$ cat src/rtl/noc_inject_arbiter.sv
// noc_inject_arbiter
//   Shares one router injection port between NUM_REQ compute nodes. Each
//   requester pushes flits into its own small FIFO. A round-robin arbiter
//   drains the FIFOs into a registered valid/ready output stage. Flits pass
//   through unmodified.
//
// Ports
//   clk           single clock, all logic on posedge
//   rst_n         asynchronous active-low reset
//   req_flit      requester i flit on bits [i*FLIT_W +: FLIT_W]
//   req_send      push strobe per requester; every high cycle is one push
//   req_full      FIFO i holds FIFO_DEPTH flits (status only)
//   req_overflow  sticky: a push to FIFO i was dropped
//   out_flit      flit presented to the router
//   out_valid     out_flit holds a flit
//   out_ready     router accepts out_flit this cycle
//   out_src       requester index of the current out_flit

module noc_inject_arbiter #(
    parameter int NUM_REQ    = 4,
    parameter int FLIT_W     = 71,
    parameter int FIFO_DEPTH = 4
) (
    input  logic                       clk,
    input  logic                       rst_n,
    input  logic [NUM_REQ*FLIT_W-1:0]  req_flit,
    input  logic [NUM_REQ-1:0]         req_send,
    output logic [NUM_REQ-1:0]         req_full,
    output logic [NUM_REQ-1:0]         req_overflow,
    output logic [FLIT_W-1:0]          out_flit,
    output logic                       out_valid,
    input  logic                       out_ready,
    output logic [$clog2(NUM_REQ)-1:0] out_src
);

    localparam int SRC_W = $clog2(NUM_REQ);
    localparam int AW    = $clog2(FIFO_DEPTH);
    localparam int CW    = AW + 1;

    logic [FLIT_W-1:0] mem    [NUM_REQ][FIFO_DEPTH];
    logic [AW-1:0]     rd_ptr [NUM_REQ];
    logic [AW-1:0]     wr_ptr [NUM_REQ];
    logic [CW-1:0]     count  [NUM_REQ];

    logic [NUM_REQ-1:0] not_empty;
    logic [NUM_REQ-1:0] push;
    logic [NUM_REQ-1:0] pop;
    logic [SRC_W-1:0]   rr_ptr;
    logic [SRC_W-1:0]   winner;
    logic               found;
    logic               load;

    // FIFO status comes from registered occupancy only, so a flit pushed on
    // an edge can be popped no earlier than the following edge.
    always_comb begin
        for (int i = 0; i < NUM_REQ; i++) begin
            not_empty[i] = (count[i] != '0);
            req_full[i]  = (count[i] == CW'(FIFO_DEPTH));
        end
    end

    // Round-robin search: first non-empty FIFO starting at rr_ptr.
    always_comb begin
        int               idx;
        logic [SRC_W-1:0] cand;
        // NOTE: every variable gets a default before any branch so no latch is inferred.
        found  = 1'b0;
        winner = '0;
        idx    = 0;
        cand   = '0;
        for (int off = 0; off < NUM_REQ; off++) begin
            idx = int'(rr_ptr) + off;
            if (idx >= NUM_REQ) idx = idx - NUM_REQ;
            cand = SRC_W'(idx);
            if (!found && not_empty[cand]) begin
                found  = 1'b1;
                winner = cand;
            end
        end
    end

    assign load = (!out_valid || out_ready) && found;

    // A push to a full FIFO is accepted only when the same FIFO pops on
    // that edge; occupancy is then unchanged.
    always_comb begin
        for (int i = 0; i < NUM_REQ; i++) begin
            pop[i]  = load && (winner == SRC_W'(i));
            push[i] = req_send[i] && (!req_full[i] || pop[i]);
        end
    end

    // NOTE: sequential state uses non-blocking assignments so every flop samples pre-edge values.
    always_ff @(posedge clk or negedge rst_n) begin
        if (!rst_n) begin
            for (int i = 0; i < NUM_REQ; i++) begin
                rd_ptr[i] <= '0;
                wr_ptr[i] <= '0;
                count[i]  <= '0;
            end
            req_overflow <= '0;
        end else begin
            for (int i = 0; i < NUM_REQ; i++) begin
                if (push[i]) wr_ptr[i] <= wr_ptr[i] + AW'(1);
                if (pop[i])  rd_ptr[i] <= rd_ptr[i] + AW'(1);
                case ({push[i], pop[i]})
                    2'b10:   count[i] <= count[i] + CW'(1);
                    2'b01:   count[i] <= count[i] - CW'(1);
                    default: count[i] <= count[i];
                endcase
                if (req_send[i] && !push[i]) req_overflow[i] <= 1'b1;
            end
        end
    end

    // NOTE: FIFO storage has no reset; pointers and counts are reset, so stale entries are never read.
    always_ff @(posedge clk) begin
        for (int i = 0; i < NUM_REQ; i++) begin
            if (push[i]) mem[i][wr_ptr[i]] <= req_flit[i*FLIT_W +: FLIT_W];
        end
    end

    // Output stage: loads when empty or being accepted; holds on stall.
    always_ff @(posedge clk or negedge rst_n) begin
        if (!rst_n) begin
            out_valid <= 1'b0;
            out_flit  <= '0;
            out_src   <= '0;
            rr_ptr    <= '0;
        end else if (load) begin
            out_flit  <= mem[winner][rd_ptr[winner]];
            out_src   <= winner;
            out_valid <= 1'b1;
            rr_ptr    <= (winner == SRC_W'(NUM_REQ - 1)) ? '0 : winner + SRC_W'(1);
        end else if (out_ready) begin
            out_valid <= 1'b0;
        end
    end

endmodule

$ cat config.mk
export PLATFORM = sky130hd
export DESIGN_NAME = noc_inject_arbiter
export DESIGN_NICKNAME = d
export VERILOG_FILES = /design/src/rtl/noc_inject_arbiter.sv
export SDC_FILE = /design/constraint.sdc
export NUM_CORES = 1
export LEC_CHECK = 0
export CORE_AREA = 2 2 316 318
export CTS_CLUSTER_DIAMETER = 150
export CTS_CLUSTER_SIZE = 20
export DETAILED_ROUTE_END_ITERATION = 16
export DIE_AREA = 0 0 318 320
export PLACE_DENSITY = 0.69
export SLEW_MARGIN = 20
export SYNTH_ARGS = -nofsm -noshare
export SYNTH_HDL_FRONTEND = slang
export SYNTH_SLANG_ARGS = --single-unit
export TNS_END_PERCENT = 1
$ cat constraint.sdc
create_clock -name clk -period 12.06 [get_ports clk]
set_clock_uncertainty 0.15 [all_clocks]
set_input_delay 3.618 -clock clk [delete_from_list [all_inputs] [get_ports clk]]
set_output_delay 3.618 -clock clk [all_outputs]
set_load 0.05 [all_outputs]
# Word level (Yosys, flattened, before mapping)

Memory sizes are Yosys's and may differ from the RTL's.
Index checks and enable logic that the tools add are counted.

Flip-flop bits (word level): 108
Memory bits (writable): 1,136
Input bits: 291
Output and inout bits: 82
Memories: 1

Add/subtract/negate cells: 24
Order comparisons: 18
Equality and inequality tests: 15
Mux-type cells: 49
Bitwise operators: 6
Reductions and logical operators: 47

Memory list:

| name | words | width | read ports | clocked after Yosys merged registers in | wr ports | RTL line | RTL |
|---|---|---|---|---|---|---|---|
| mem  | 4     | 284   | 1          | 0                                       | 4        | 40       | `logic [FLIT_W-1:0] mem [NUM_REQ][FIFO_DEPTH];` |

Operators with widths:

| kind                | number |
|---|---|
| $mux 284            | 4 |
| $demux 71 s2        | 4 |
| $mux 71             | 6 |
| $bmux 71 s2         | 1 |
| $ge 3x3->1 const B  | 9 |
| $pmux 3 s2          | 4 |
| $mux 2              | 11 |
| $logic_and 1x1->1   | 20 |
| $add 2x1->2 const B | 9 |
| $not 2->3           | 6 |
| $mux 1              | 14 |
| $add 3x1->3 const B | 4 |
| $eq 2x2->1 const B  | 6 |
| $eq 3x3->1 const B  | 4 |
| $logic_not 1->1     | 12 |
| $lt 2x3->1 const B  | 4 |
| $lt 3x1->1 const B  | 4 |
| $reduce_bool 3->1   | 4 |
| $sub 3x1->3 const B | 4 |
| $eq 2x1->1 const B  | 5 |
| $reduce_bool 2->1   | 5 |
| $bmux 1 s2          | 4 |
| $sub 2x1->2 const B | 4 |
| $add 2x2->3 const B | 2 |
| 5 further kinds     | 9 |

# Logic depth before layout (Yosys ltp)

Depth after elaboration: 22
Mapped depth: 19

# Least setup slack after synthesis

OpenSTA, ideal clock, no wires.

Path kind: input-to-reg
Start point: input out_ready
End point: memory mem[2][0] (netlist bit), enable pin
Setup time: 0.437 ns
Arrival time: 6.300 ns
Required time: 11.473 ns
Slack: 5.173 ns
Stages on the path: 6
Cell sequence: nand2b_1 nand2_1 nor3_1 nor2b_1 and2b_1 and2_1

RTL lines:

| item        | RTL line | RTL |
|---|---|---|
| from (decl) | 32       | `input logic out_ready,` |
| to (decl)   | 40       |  |

==> impl_metrics.json <==
{
  "status": "finished, final reports clean",
  "synthesis.area_sq_mm": 0.0487,
  "grt_max_degree": 208,
  "yosysTopAreaCell": "edfxtp_1",
  "cts_num_sinks": 1244,
  "power_density_mw_per_mm2": 300,
  "synth_nets": 3850,
  "timing.final.crit_share_pct": 59.7,
  "whs_path_depth": 1,
  "root_buffer": "clkbuf_16",
  "wirelength_um": 141000,
  "worstReg2RegEnd": "mem[0][197]$_DFFE_PP_",
  "clk_pin_slew_ns": 0.08,
  "cts_hold_buf": 0,
  "htree_levels": 3,
  "num_rows": 115,
  "place_congestion": 0.820,
  "synth.top_cells.by_area": "edfxtp_1 (70%), nand2_1 (5.7%), dfrtp_1 (5.5%), nand3_1 (4.4%), a31oi_1 (2.7%)",
  "path_cells": "clkdlybuf4s50_1 > nand2b_1 > and2_4 > nand3_1 > a21boi_1 > and2_4 > buf_4",
  "antenna_found_initial": 10,
  "min-delay-start": "req_overflow[3]$_DFFE_PN0P_",
  "ctsResizeCount": 0,
  "drt_iter0_markers": 4176,
  "die_y_um": 320,
  "drv_slew": 0,
  "layout_common_cells": "edfxtp_1 (1,136), nand2_1 (739), nand3_1 (431)",
  "synth_edf_count": 1136,
  "yosysTopAreaCellShare_pct": 70.0,
  "crit_path_start": "out_ready",
  "seq_area_frac_synth_pct": 75.6,
  "cts_buffers": 72,
  "slowest_delay_ns": 0.92,
  "fin_cells": 5101,
  "final_common_cell": "edfxtp_1",
  "hold_path_end": "req_overflow[3]$_DFFE_PN0P_",
  "crit_top_cell": "and2_4",
  "hold_path.class": "flip-flop to flip-flop",
  "grt_pass1_vias": 30584,
  "maxSlewHeadroom_pct": 20.9,
  "crit_required_ns": 12.17,
  "setup-tns-final_ns": 0,
  "cts_tree": "yes",
  "dp.cells": 4975,
  "p_leak_nw": 18.6,
  "irDropWorstVdd_mv": 0.327,
  "synth_cell_types": 57,
  "start_util_pct": 49.7,
  "wl_per_cell_um": 27.6,
  "clk_latency_ns": 0.65,
  "tightest_slew_ns": 1.19,
  "end_kind": "flip-flop",
  "die_area_sq_mm": 0.102,
  "area_growth_syn_to_layout_pct": 13.7,
  "worstRegToRegCells": 9,
  "final_antenna_net_count": 0,
  "top_level_ports": 373,
  "die_w_um": 318,
  "fin_crit_ns": 7.19,
  "drc": 0,
  "cp.buffers_inverters": 2,
  "setup_ws_ns": 4.87,
  "n_fill_cell": 7785,
  "crit_family": "simple AND/OR/NAND/NOR gates",
  "grt_overflow_total": 0,
  "r2r_setup_slack_ns": 6.23,
  "timing.max_cap.violations": 0,
  "crit_arrival_ns": 7.30,
  "syn-mean-instance-area_sq_um": 13.8,
  "coreArea_sq_mm": 0.0980,
  "post_cts_buffers": 0,
  "hpwl_um": 81800,
  "vias_per_cell": 6.19,
  "finalSetupViolations": 0,
  "fmax_ghz": 0.139,
  "worst_hold_slack_ns": 0.323,
  "postSynthCellCount": 3535,
  "rsz0062_at_grt": "no",
  "vias": 31578,
  "drive_above_1_share_pct": 4.15,
  "pre_cts_slack_ns": 4.18,
  "hold_viol": 0,
  "io_buffer_count": 372,
  "first_pass_iters": 5,
  "crit_path_start_kind": "input port",
  "clk_path_buf_depth": 3,
  "synthFlopType": "edfxtp_1",
  "track_usage_pct": 27.3,
  "ys_async_sr_fraction_pct": 8.68,
  "grt_pass1_wl_um": 205000,
  "yosysWarnings": 0,
  "slowest_stage": "buf_4",
  "worstReg2RegStart": "rr_ptr[1]$_DFFE_PN0P_",
  "criticalPathCategory": "input port to flip-flop",
  "fin_nets": 4077,
  "path_max_fanout": 52,
  "synth-seq-cells": 1244
}
[per-stage QoR]
step	utilization [%]	area, sq um	total power, mW
final	56.5	55400	16.6
after global routing	56.5	55400	17.5
after CTS	56.5	55400	16.6
after detailed placement	54.4	53300	14.1
after global placement	54.4	53300	14.0
after floorplan	-	48700	11.7
[worst max-delay path by stage]
| stage | slack, ns | cells after the start | endpoint |
|---|---|---|---|
| after global routing | 4.72 | 7 | mem[1][173]$_DFFE_PP_ |
| after global placement | 4.17 | 7 | mem[1][189]$_DFFE_PP_ |
| final | 4.87 | 7 | mem[1][196]$_DFFE_PP_ |
| after floorplan | 5.17 | 6 | mem[2][0]$_DFFE_PP_ |
| after detailed placement | 4.18 | 7 | mem[1][197]$_DFFE_PP_ |
| after CTS | 4.86 | 7 | mem[1][182]$_DFFE_PP_ |
[Yosys cell counts, drive strengths merged (6+ instances only)]
cell type,count
a211oi,70
a21oi,146
a221oi,71
a311oi,71
a31oi,211
and2,14
and3,78
buf,138
clkbuf,121
dfrtp,108
edfxtp,1136
ha,20
inv,26
nand2,740
nand3,431
nor2,78
nor3,7
o21ai,6
xnor2,13
xor2,8
[report_power, final]
group          internal (mW)  switching [mW]  total [mW]
Combinational           2.21            5.72        7.93
Clock                   1.15            1.36        2.50
Sequential              5.79           0.373        6.16
Total                   9.14            7.45        16.6
[cell type report]
type	count	area, sq um	share of cell area [%]
flip-flops and latches	1244	36800	66.5
multi-input cells	2006	10700	19.3
repair buffers	412	4060	7.33
clock buffers	118	2000	3.60
well taps	1287	1610	2.91
inverters	26	131	0.237
clock inverters	4	57.6	0.104
diodes	4	10.0	0.0181
[cells by family after synthesis]
| kind of cell | share of synthesized area [%] |
|---|---|
| buffers and inverters | 2.69 |
| adders and majority gates | 0.678 |
| AOI/OAI and AO/OA | 8.32 |
| xor gates and xnor gates | 0.378 |
| DFF | 75.6 |
| muxes | 0.0899 |
| and+or+nand+nor | 12.3 |
[worst register-to-register path, cell delays in order, from the launching register on]
cell and delay [ns]:
dfrtp_1 0.49, or4_1 0.55, o32ai_1 0.16, a211o_4 0.69, clkinv_16 0.68, nor3_2 0.45, nor2b_1 0.11, nor2b_1 0.65
and2_4 0.77, buf_4 0.71
[registers in the layout, summed over array words and instances, names as in the netlist]
| name | cells |
|---|---|
| rr_ptr | 2 |
| out_flit | 71 |
| mem | 1136 |
| out_src | 2 |
| wr_ptr | 8 |
| out_valid | 1 |
| rd_ptr | 8 |
| req_overflow | 4 |
| count | 12 |
[routing by layer]
layer / part of all wire (%) / vias up / GRT usage, % / routed length [um]
met3: 9.2 / 266 / 4.31 / 13000
li1: - / 13763 / - / -
met4: 3.8 / 12 / 9.76 / 5280
met2: 48 / 1769 / 45.0 / 68100
met5: 0.051 / - / 0 / 72
met1: 39 / 15768 / 37.0 / 54300
Note: power is estimated with default switching activity, not from simulation.
